$ cat config.mk
export PLATFORM = sky130hd
export DESIGN_NAME = uart_serial_core
export DESIGN_NICKNAME = d
export VERILOG_FILES = /design/src/rtl/uart_pkg.sv /design/src/rtl/uart_bit_timer.sv /design/src/rtl/uart_serial_core.sv
export SDC_FILE = /design/constraint.sdc
export NUM_CORES = 1
export LEC_CHECK = 0
export ABC_AREA = 1
export CORE_UTILIZATION = 25
export CTS_CLUSTER_SIZE = 12
export DETAILED_ROUTE_END_ITERATION = 10
export PLACE_DENSITY = 0.45
export SYNTH_ARGS = -nofsm -noshare
export SYNTH_HDL_FRONTEND = slang
export SYNTH_SLANG_ARGS = --single-unit
$ cat constraint.sdc
create_clock -name clk -period 2.2 [get_ports clk]
set_input_delay 0.44 -clock clk [delete_from_list [all_inputs] [get_ports clk]]
set_output_delay 0.44 -clock clk [all_outputs]
set_load 0.02 [all_outputs]
$ cat src/rtl/uart_pkg.sv
`default_nettype none
// +----------------------------------------------------------------------------+
// | uart_pkg : state encodings and bit-period derivation for uart_serial_core  |
// | Revision : 1.0                                                             |
// +----------------------------------------------------------------------------+
package uart_pkg;

  typedef enum logic [2:0] {
    RX_IDLE      = 3'd0,
    RX_START     = 3'd1,
    RX_DATA      = 3'd2,
    RX_STOP      = 3'd3,
    RX_WAIT_HIGH = 3'd4
  } rx_state_t;

  typedef enum logic [1:0] {
    TX_IDLE  = 2'd0,
    TX_START = 2'd1,
    TX_DATA  = 2'd2,
    TX_STOP  = 2'd3
  } tx_state_t;

  function automatic int calc_cycles_per_bit(input int clk_hz, input int bit_rate);
    return clk_hz / bit_rate;
  endfunction

endpackage
`default_nettype wire

$ cat src/rtl/uart_bit_timer.sv
`default_nettype none
// +----------------------------------------------------------------------------+
// | uart_bit_timer : loadable down-counter, strobes on the last cycle of a load |
// | Revision       : 1.0                                                        |
// +----------------------------------------------------------------------------+
module uart_bit_timer #(
  parameter int WIDTH = 9
) (
  input  logic             clk,
  input  logic             resetn,
  input  logic             i_load,
  input  logic [WIDTH-1:0] i_load_value,
  output logic             o_tick
);

  logic [WIDTH-1:0] r_count;

  // A load of N yields o_tick on the Nth cycle after the load edge.
  always_ff @(posedge clk or negedge resetn) begin
    if (!resetn) begin
      r_count <= '0;
    end else if (i_load) begin
      r_count <= i_load_value;
    end else if (r_count != '0) begin
      r_count <= r_count - WIDTH'(1);
    end
  end

  assign o_tick = (r_count == WIDTH'(1));

endmodule
`default_nettype wire

$ cat src/rtl/uart_serial_core.sv
`default_nettype none
// +----------------------------------------------------------------------------+
// | uart_serial_core : full-duplex 8N1-style UART receiver and transmitter      |
// | Revision         : 1.0                                                      |
// +----------------------------------------------------------------------------+
module uart_serial_core #(
  parameter int CLK_HZ       = 24_000_000,
  parameter int BIT_RATE     = 115200,
  parameter int PAYLOAD_BITS = 8,
  parameter int STOP_BITS    = 1
) (
  input  logic                    clk,
  input  logic                    resetn,
  input  logic                    uart_rxd,
  input  logic                    uart_rx_en,
  output logic                    uart_rx_break,
  output logic                    uart_rx_valid,
  output logic [PAYLOAD_BITS-1:0] uart_rx_data,
  output logic                    uart_txd,
  input  logic                    uart_tx_en,
  output logic                    uart_tx_busy,
  input  logic [PAYLOAD_BITS-1:0] uart_tx_data
);
  import uart_pkg::*;

  localparam int c_cycles_per_bit = calc_cycles_per_bit(CLK_HZ, BIT_RATE);
  localparam int c_cnt_w          = $clog2(c_cycles_per_bit) + 1;
  localparam int c_idx_w          = $clog2(PAYLOAD_BITS) + 1;
  localparam logic [c_cnt_w-1:0] c_full_bit  = c_cnt_w'(c_cycles_per_bit);
  localparam logic [c_cnt_w-1:0] c_half_bit  = c_cnt_w'(c_cycles_per_bit / 2);
  localparam logic [c_idx_w-1:0] c_last_idx  = c_idx_w'(PAYLOAD_BITS - 1);
  localparam logic               c_last_stop = (STOP_BITS == 2);

  // ---------------- receiver ----------------
  rx_state_t                r_rx_state;
  logic [1:0]               r_rx_sync;
  logic [PAYLOAD_BITS-1:0]  r_rx_shift;
  logic [PAYLOAD_BITS-1:0]  r_rx_data;
  logic [c_idx_w-1:0]       r_rx_idx;
  logic                     r_rx_valid;
  logic                     r_rx_break;
  logic                     w_rxd;
  logic                     w_rx_tick;
  logic                     w_rx_load;
  logic [c_cnt_w-1:0]       w_rx_load_value;

  assign w_rxd = r_rx_sync[1];

  // Half period from the start edge, then full periods land each sample mid-bit.
  assign w_rx_load = ((r_rx_state == RX_IDLE) && !w_rxd) ||
                     (w_rx_tick && (((r_rx_state == RX_START) && !w_rxd) ||
                                    (r_rx_state == RX_DATA)));
  assign w_rx_load_value = (r_rx_state == RX_IDLE) ? c_half_bit : c_full_bit;

  uart_bit_timer #(.WIDTH(c_cnt_w)) u_rx_timer (
    .clk          (clk),
    .resetn       (resetn),
    .i_load       (w_rx_load),
    .i_load_value (w_rx_load_value),
    .o_tick       (w_rx_tick)
  );

  always_ff @(posedge clk or negedge resetn) begin
    if (!resetn) begin
      r_rx_sync  <= 2'b11;
      r_rx_state <= RX_IDLE;
      r_rx_shift <= '0;
      r_rx_data  <= '0;
      r_rx_idx   <= '0;
      r_rx_valid <= 1'b0;
      r_rx_break <= 1'b0;
    end else begin
      r_rx_sync  <= {r_rx_sync[0], uart_rxd};
      r_rx_valid <= 1'b0;
      r_rx_break <= 1'b0;
      case (r_rx_state)
        RX_IDLE: if (!w_rxd) r_rx_state <= RX_START;
        RX_START: if (w_rx_tick) begin
          if (w_rxd) begin
            r_rx_state <= RX_IDLE;
          end else begin
            r_rx_idx   <= '0;
            r_rx_state <= RX_DATA;
          end
        end
        RX_DATA: if (w_rx_tick) begin
          r_rx_shift <= {w_rxd, r_rx_shift[PAYLOAD_BITS-1:1]};
          r_rx_idx   <= r_rx_idx + c_idx_w'(1);
          if (r_rx_idx == c_last_idx) r_rx_state <= RX_STOP;
        end
        RX_STOP: if (w_rx_tick) begin
          if (w_rxd) begin
            if (uart_rx_en) begin
              r_rx_data  <= r_rx_shift;
              r_rx_valid <= 1'b1;
            end
            r_rx_state <= RX_IDLE;
          end else begin
            // Low stop bit: break if the whole frame was low, otherwise framing error.
            r_rx_break <= (r_rx_shift == '0);
            r_rx_state <= RX_WAIT_HIGH;
          end
        end
        RX_WAIT_HIGH: if (w_rxd) r_rx_state <= RX_IDLE;
        default: r_rx_state <= RX_IDLE;
      endcase
    end
  end

  assign uart_rx_valid = r_rx_valid;
  assign uart_rx_break = r_rx_break;
  assign uart_rx_data  = r_rx_data;

  // ---------------- transmitter ----------------
  tx_state_t                r_tx_state;
  logic [PAYLOAD_BITS-1:0]  r_tx_shift;
  logic [c_idx_w-1:0]       r_tx_idx;
  logic                     r_tx_stop_idx;
  logic                     r_txd;
  logic                     r_tx_busy;
  logic                     w_tx_tick;
  logic                     w_tx_load;

  assign w_tx_load = ((r_tx_state == TX_IDLE) && uart_tx_en) ||
                     (w_tx_tick && !((r_tx_state == TX_STOP) && (r_tx_stop_idx == c_last_stop)));

  uart_bit_timer #(.WIDTH(c_cnt_w)) u_tx_timer (
    .clk          (clk),
    .resetn       (resetn),
    .i_load       (w_tx_load),
    .i_load_value (c_full_bit),
    .o_tick       (w_tx_tick)
  );

  always_ff @(posedge clk or negedge resetn) begin
    if (!resetn) begin
      r_tx_state    <= TX_IDLE;
      r_tx_shift    <= '0;
      r_tx_idx      <= '0;
      r_tx_stop_idx <= 1'b0;
      r_txd         <= 1'b1;
      r_tx_busy     <= 1'b0;
    end else begin
      case (r_tx_state)
        TX_IDLE: if (uart_tx_en) begin
          r_tx_shift <= uart_tx_data;
          r_txd      <= 1'b0;
          r_tx_busy  <= 1'b1;
          r_tx_state <= TX_START;
        end
        TX_START: if (w_tx_tick) begin
          r_txd      <= r_tx_shift[0];
          r_tx_shift <= {1'b0, r_tx_shift[PAYLOAD_BITS-1:1]};
          r_tx_idx   <= '0;
          r_tx_state <= TX_DATA;
        end
        TX_DATA: if (w_tx_tick) begin
          if (r_tx_idx == c_last_idx) begin
            r_txd         <= 1'b1;
            r_tx_stop_idx <= 1'b0;
            r_tx_state    <= TX_STOP;
          end else begin
            r_txd      <= r_tx_shift[0];
            r_tx_shift <= {1'b0, r_tx_shift[PAYLOAD_BITS-1:1]};
            r_tx_idx   <= r_tx_idx + c_idx_w'(1);
          end
        end
        TX_STOP: if (w_tx_tick) begin
          if (r_tx_stop_idx == c_last_stop) begin
            r_tx_busy  <= 1'b0;
            r_tx_state <= TX_IDLE;
          end else begin
            r_tx_stop_idx <= 1'b1;
          end
        end
        default: r_tx_state <= TX_IDLE;
      endcase
    end
  end

  assign uart_txd     = r_txd;
  assign uart_tx_busy = r_tx_busy;

endmodule
`default_nettype wire

---- Word-level counts from Yosys, hierarchy flattened ----
Index checks and enable logic that the tools add are counted.
cells by class
  add/subtract/negate cells ............... 4
  eq/ne operators ......................... 25
  muxes and demuxes ....................... 55
  bitwise gates (word level) .............. 1
  reductions and logical operators ........ 33
operators by type and width
  cell                                                                    count
  8-bit two-way mux                                                       5
  9-bit two-way mux                                                       4
  2-bit inequality test (second input constant)                           13
  4-bit two-way mux                                                       6
  8-bit one-hot mux with 3 select lines                                   1
  4-bit AND reduction                                                     6
  3-bit two-way mux                                                       7
  9-bit by 1-bit equality test with 1-bit output (second input constant)  2
  1-bit two-way mux                                                       18
  9-bit nonzero test                                                      2
  9-bit by 1-bit subtractor with 9-bit output (second input constant)     2
  4-bit one-hot mux with 2 select lines                                   2
  3-bit one-hot mux with 5 select lines                                   1
  2-bit two-way mux                                                       7
  6-bit AND reduction                                                     2
  2-bit nonzero test                                                      6
  4-bit by 1-bit adder with 4-bit output (second input constant)          2
  4-bit by 3-bit equality test with 1-bit output (second input constant)  2
  8-bit logical NOT                                                       1
  2-bit one-hot mux with 4 select lines                                   1
  3-bit by 2-bit equality test with 1-bit output (second input constant)  2
  1-bit logical AND                                                       6
  5-bit AND reduction                                                     1
  2-bit equality test (second input constant)                             2
  13 further kinds                                                        17
word-level totals
  register bits after elaboration ......... 62
  input bits .............................. 13
  output and inout bits ................... 12
  word-level logic and storage cells ...... 133

---- Logic depth before layout (Yosys ltp) ----
  word-level depth ........................ 6
  mapped depth ............................ 10
  depth with buffers taken out ............ 10

---- Modules after synthesis ----
From an unflattened synthesis, not the netlist that was laid out.
second synthesis, totals
  cells, all modules ...................... 432
  area total of the unflattened synthesis .. 3,434.5 sq um
modules (own cells, without submodules)
  module            instances  cells an instance  area each (sq um)
  uart_serial_core  1          264                2,193.4
  uart_bit_timer    2          84                 620.6

---- Worst setup path after synthesis ----
No wires, ideal clock.
  path type ............................... flip-flop to flip-flop
  start ................................... register r_tx_state[0]
  end ..................................... register r_tx_shift[5]
  setup time .............................. 122 ps
  arrival time ............................ 1,491 ps
  required time ........................... 2,078 ps
  path slack .............................. 587 ps
  stages on the path, launching flop included .. 9
  clock period less this slack ............ 1,613 ps
  path through ............................ dfrtp_1 -> inv_1 -> ha_1 -> or2_2 -> nand2_2 -> nand3_4 -> buf_6 -> nand2_1 -> o21ai_2
between the ends
  word-level cells in the longest chain between the ends .. 3
  elaborated cells between the ends (all ways) .. 10
  classes of those cells .................. eq/ne (6); mux (1); reduce/logical (3)
RTL lines
  item                                                                          line                     text
  from (decl)                                                                   uart_serial_core.sv:115  tx_state_t r_tx_state;
  from (signal assigned)                                                        uart_serial_core.sv:137  r_tx_state <= TX_IDLE;
  from (signal assigned)                                                        uart_serial_core.sv:149  r_tx_state <= TX_START;
  from (signal assigned)                                                        uart_serial_core.sv:155  r_tx_state <= TX_DATA;
  2-bit equality test (tied with other cells)                                   uart_serial_core.sv:144  case (r_tx_state)
  2-bit inequality test (no source line) or 3-bit nonzero test (tied branches)  --
  5-bit AND reduction (no source line)                                          --
  to (signal assigned)                                                          uart_serial_core.sv:146  r_tx_shift <= uart_tx_data;
  to (signal assigned)                                                          uart_serial_core.sv:153  r_tx_shift <= {1'b0, r_tx_shift[PAYLOAD_BITS-1:1]};
  to (signal assigned)                                                          uart_serial_core.sv:164  r_tx_shift <= {1'b0, r_tx_shift[PAYLOAD_BITS-1:1]};
  to (decl)                                                                     uart_serial_core.sv:116  logic [PAYLOAD_BITS-1:0] r_tx_shift;
Parallel ways exist; a longest one is shown, timed or not.
A chain may end at the register's enable or synchronous reset.

---- Worst setup path after layout ----
  start ................................... register r_txd (netlist: uart_txd)
  end ..................................... output uart_txd
RTL lines
  item                    line                     text
  from (decl)             uart_serial_core.sv:119  logic r_txd;
  from (signal assigned)  uart_serial_core.sv:152  r_txd <= r_tx_shift[0];
  from (signal assigned)  uart_serial_core.sv:163  r_txd <= r_tx_shift[0];
  to (decl)               uart_serial_core.sv:19   output logic uart_txd,
No word-level cell between the ends.

==> reports/qor.yml <==
clock_tree:
  cts_resized: 0
  root_buffer: "sky130_fd_sc_hd__clkbuf_16"
  clk_path_buf_depth: 2
  numCtsBuffers: 9
  postCtsSetupBuffers: 0
  clk-insertion-delay-late_ps: 320
  cts_tree: "yes"
  cts_hold_buffers: 0
  htree_levels: 3
  clock_sink_count: 61
  clk_pin_slew_worst_paths_ps: 50
setup_path:
  worstPathCellList: "clkdlybuf4s50_1"
  critical_path.top_delay_family: "buffers and inverters"
  launching_instance_or_port_of_the_critical_path: "uart_txd$_DFFE_PN1P_"
  cell_type_of_the_slowest_stage_on_the_worst_timing_path: "sky130_fd_sc_hd__clkdlybuf4s50_1"
  critical-path-max-stage-delay_ps: 590
  startpoint_type: "flip-flop"
  cp.required_ps: 1760
  critical_path.endpoint_type: "primary output"
  cp_data_arrival_time_ps: 1440
  timing.rr.start: "r_tx_state[0]$_DFFE_PN0P_"
  crit_fanout: 2
  worst-path-buf-inv: 1
  timing.setup.critical_path_class: "flip-flop to primary output"
synthesis:
  async_reset_ff_frac: 1.00
  synth_fa_ha_area_frac: 0.0546
  largest_family_of_logic_cells_by_synthesized_area: "simple AND/OR/NAND/NOR gates"
  synth_nets: 395
  synth_compound_gate_area_share: 0.111
  synth.yosys.seq_area_share: 0.477
  syn-instance-count: 368
  netlist.top_cell.by_area: "sky130_fd_sc_hd__dfrtp_1"
  post_synth_num_cell_types: 30
  synth-edff-count: 0
  yosys.cell_count.top_type: "sky130_fd_sc_hd__nand2_1"
  post_syn_area_per_cell_um2: 8.71
  synth_area_mm2: 0.00321
  yosys_register_bits: 61
  synth_area_leaders: "sky130_fd_sc_hd__dfrtp_1 (45%), sky130_fd_sc_hd__nand2_1 (8.3%), sky130_fd_sc_hd__ha_1 (5.5%)"
  synth_simple_gate_area_frac: 0.248
  yosys_warnings: 0
  synth-xor-area-share: 0.0218
  yosys-mux-area-fraction: 0.0218
  synthDominantCellAreaShare: 0.453
  synthTopCellsByCount: "sky130_fd_sc_hd__nand2_1 (71), sky130_fd_sc_hd__dfrtp_1 (58), sky130_fd_sc_hd__inv_1 (39), sky130_fd_sc_hd__nor2_1 (33), sky130_fd_sc_hd__nand3_1 (28)"
  postSynth.topFlopCell: "sky130_fd_sc_hd__dfrtp_1"
timing:
  final_max_slew_viol_count: 0
  fin_worst_hold_slack_ps: 114
  timing.clock.skew_ps: 4.67
  setup_viol_count_final: 0
  max_slew.worst_pin.slew_ps: 454
  rsz_0062_raised_after_global_routing: "no"
  relSlewSlack: 0.697
  hold_violations: 0
  finalCriticalPeriod_ps: 1880
  fmax_ghz: 0.533
  finalWorstSetupSlack_ps: 323
  post-route-period-util: 0.853
  final_sum_of_negative_setup_slack_ps: 0
cells_and_area:
  area_occupied_by_multi_input_gates_mm2: 0.00147
  post_route_cells_drive_above_1_share: 0.146
  antennaDiodeCount: 0
  area.sequential_mm2: 0.00153
  fillCellCount: 1329
  layout-area-overhead-vs-synth_pct: 22.1
  instances_no_fill: 575
  layout.nets: 427
  utilization: 0.311
worst_hold_path:
  worst_hold_class: "input port to async pin"
die:
  die_width_um: 115
  initial_utilization: 0.255
  ioPinCount: 25
  dieArea_mm2: 0.0133
  die_h_um: 115
  floorplan.core_area_mm2: 0.0126
  fp-row-count: 41
power_and_ir_drop:
  sw_frac_of_total: 0.341
  worst_ir_drop_vdd_mv: 0.332
  sequential_group_share_of_total_power: 0.360
  combPwrFrac: 0.318
  power.density_mw_per_mm2: 1010
  cell_internal_pwr_mw: 2.61
  power.clock.fraction: 0.322
  power.leakage_nw: 1.77
  switchingPower_mw: 1.35
routing:
  drt-total-wl_um: 6380
  ant_nets: 0
  dr.pass1.iters: 4
  vias_per_cell: 4.24
  drt-initial-drc-count: 96
  routedWlPerCell_um: 11.1
  vias: 2437
  post-route-drc-count: 0
grt:
  grt_remaining_overflow: 0
  groute.usage.overall: 0.112
  antenna_found_initial: 0
  grt_max_degree: 62
  first_global_vias: 2421
  grt_pass1_wl_um: 11500
run:
  cap_viol_max_count: 0
placement:
  hpwl_um: 4500
  detailedPlace.worstSlack_ps: 377
  post-place-cells: 561
  port-buffer-count: 24
  routabilityCongestion: 0.816
status:
  status: "finished, final reports clean"
[flip-flops by register name, summed over array words and instances, names as in the netlist]
| register | count |
|---|---|
| r_rx_idx | 4 |
| r_rx_shift | 8 |
| r_rx_state | 3 |
| r_rx_sync | 2 |
| r_tx_idx | 4 |
| r_tx_shift | 8 |
| r_tx_state | 2 |
| u_rx_timer.r_count | 9 |
| u_tx_timer.r_count | 9 |
| uart_rx_break | 1 |
| uart_rx_data | 8 |
| uart_rx_valid | 1 |
| uart_tx_busy | 1 |
| uart_txd | 1 |
[layout make-up]
| class | count | share of cell area |
|---|---|---|
| clock buffers | 12 | 0.0655 |
| clock inverters | 2 | 0.00256 |
| inverters | 46 | 0.0441 |
| multi-input cells | 256 | 0.375 |
| flip-flops and latches | 61 | 0.391 |
| well taps | 172 | 0.0550 |
| repair buffers | 26 | 0.0671 |
[path summary, 6_finish.rpt]
check                      depth (start not counted)  slack, ps                                 to
max                                                1        320                           uart_txd
min                                                2        110  u_rx_timer.r_count[8]$_DFFE_PN0P_
max reg2reg                                        7        420          r_tx_shift[7]$_DFFE_PN0P_
min reg2reg                                        0        350             r_rx_sync[1]$_DFF_PN1_
max in group asynchronous                          2       1750             r_rx_sync[0]$_DFF_PN1_
min in group clk                                   0        350             r_rx_sync[1]$_DFF_PN1_
[cells in the final DEF (no fill, tap or decap), types with 9 or more instances in the layout]
cell type,synthesis,routed
sky130_fd_sc_hd__nand2_1,71,71
sky130_fd_sc_hd__dfrtp_1,58,58
sky130_fd_sc_hd__inv_1,39,39
sky130_fd_sc_hd__nor2_1,33,33
sky130_fd_sc_hd__nand3_1,28,28
sky130_fd_sc_hd__clkdlybuf4s50_1,0,23
sky130_fd_sc_hd__o21ai_2,17,17
sky130_fd_sc_hd__a21oi_1,16,16
sky130_fd_sc_hd__ha_1,14,14
sky130_fd_sc_hd__o21ai_1,12,12
sky130_fd_sc_hd__nand4_1,10,10
sky130_fd_sc_hd__o21ai_0,9,9
sky130_fd_sc_hd__nor3_1,9,9
sky130_fd_sc_hd__clkbuf_16,0,9
[power groups by stage]
stage | Clock, mW | Sequential [mW] | Combinational, mW
floorplan | 0 | 1.42 | 1.04
finish | 1.27 | 1.42 | 1.26
global placement | 0 | 1.44 | 1.27
detailed placement | 0 | 1.44 | 1.28
CTS | 1.32 | 1.42 | 1.28
global route | 1.36 | 1.45 | 1.46
[per-stage QoR]
stage | instance area [um2] | total power [mW]
floorplan | 3210 | 2.46
detailed placement | 3650 | 2.72
global placement | 3650 | 2.71
finish | 3920 | 3.95
global route | 3920 | 4.28
CTS | 3920 | 4.02
[cells by family (layout without fill, tap and decap cells)]
group                    after synthesis  count (layout)
AND/OR/NAND/NOR                      170             170
AO/OA/AOI/OAI                         57              57
flip-flops                            61              61
adder cells (fa/ha/maj)               14              14
multiplexers                           7               7
buffers and inverters                 51              86
XOR/XNOR                               8               8
[layer usage]
metal	part of all wire	wire length, um	vias to the layer above	global-route usage
met5	0	0	-	0
met4	0.026	167	0	0.0684
met3	0.019	122	11	0.0248
met2	0.44	2830	27	0.168
met1	0.51	3260	1129	0.147
li1	-	-	1270	-
Power figures use the tool's default switching activity.
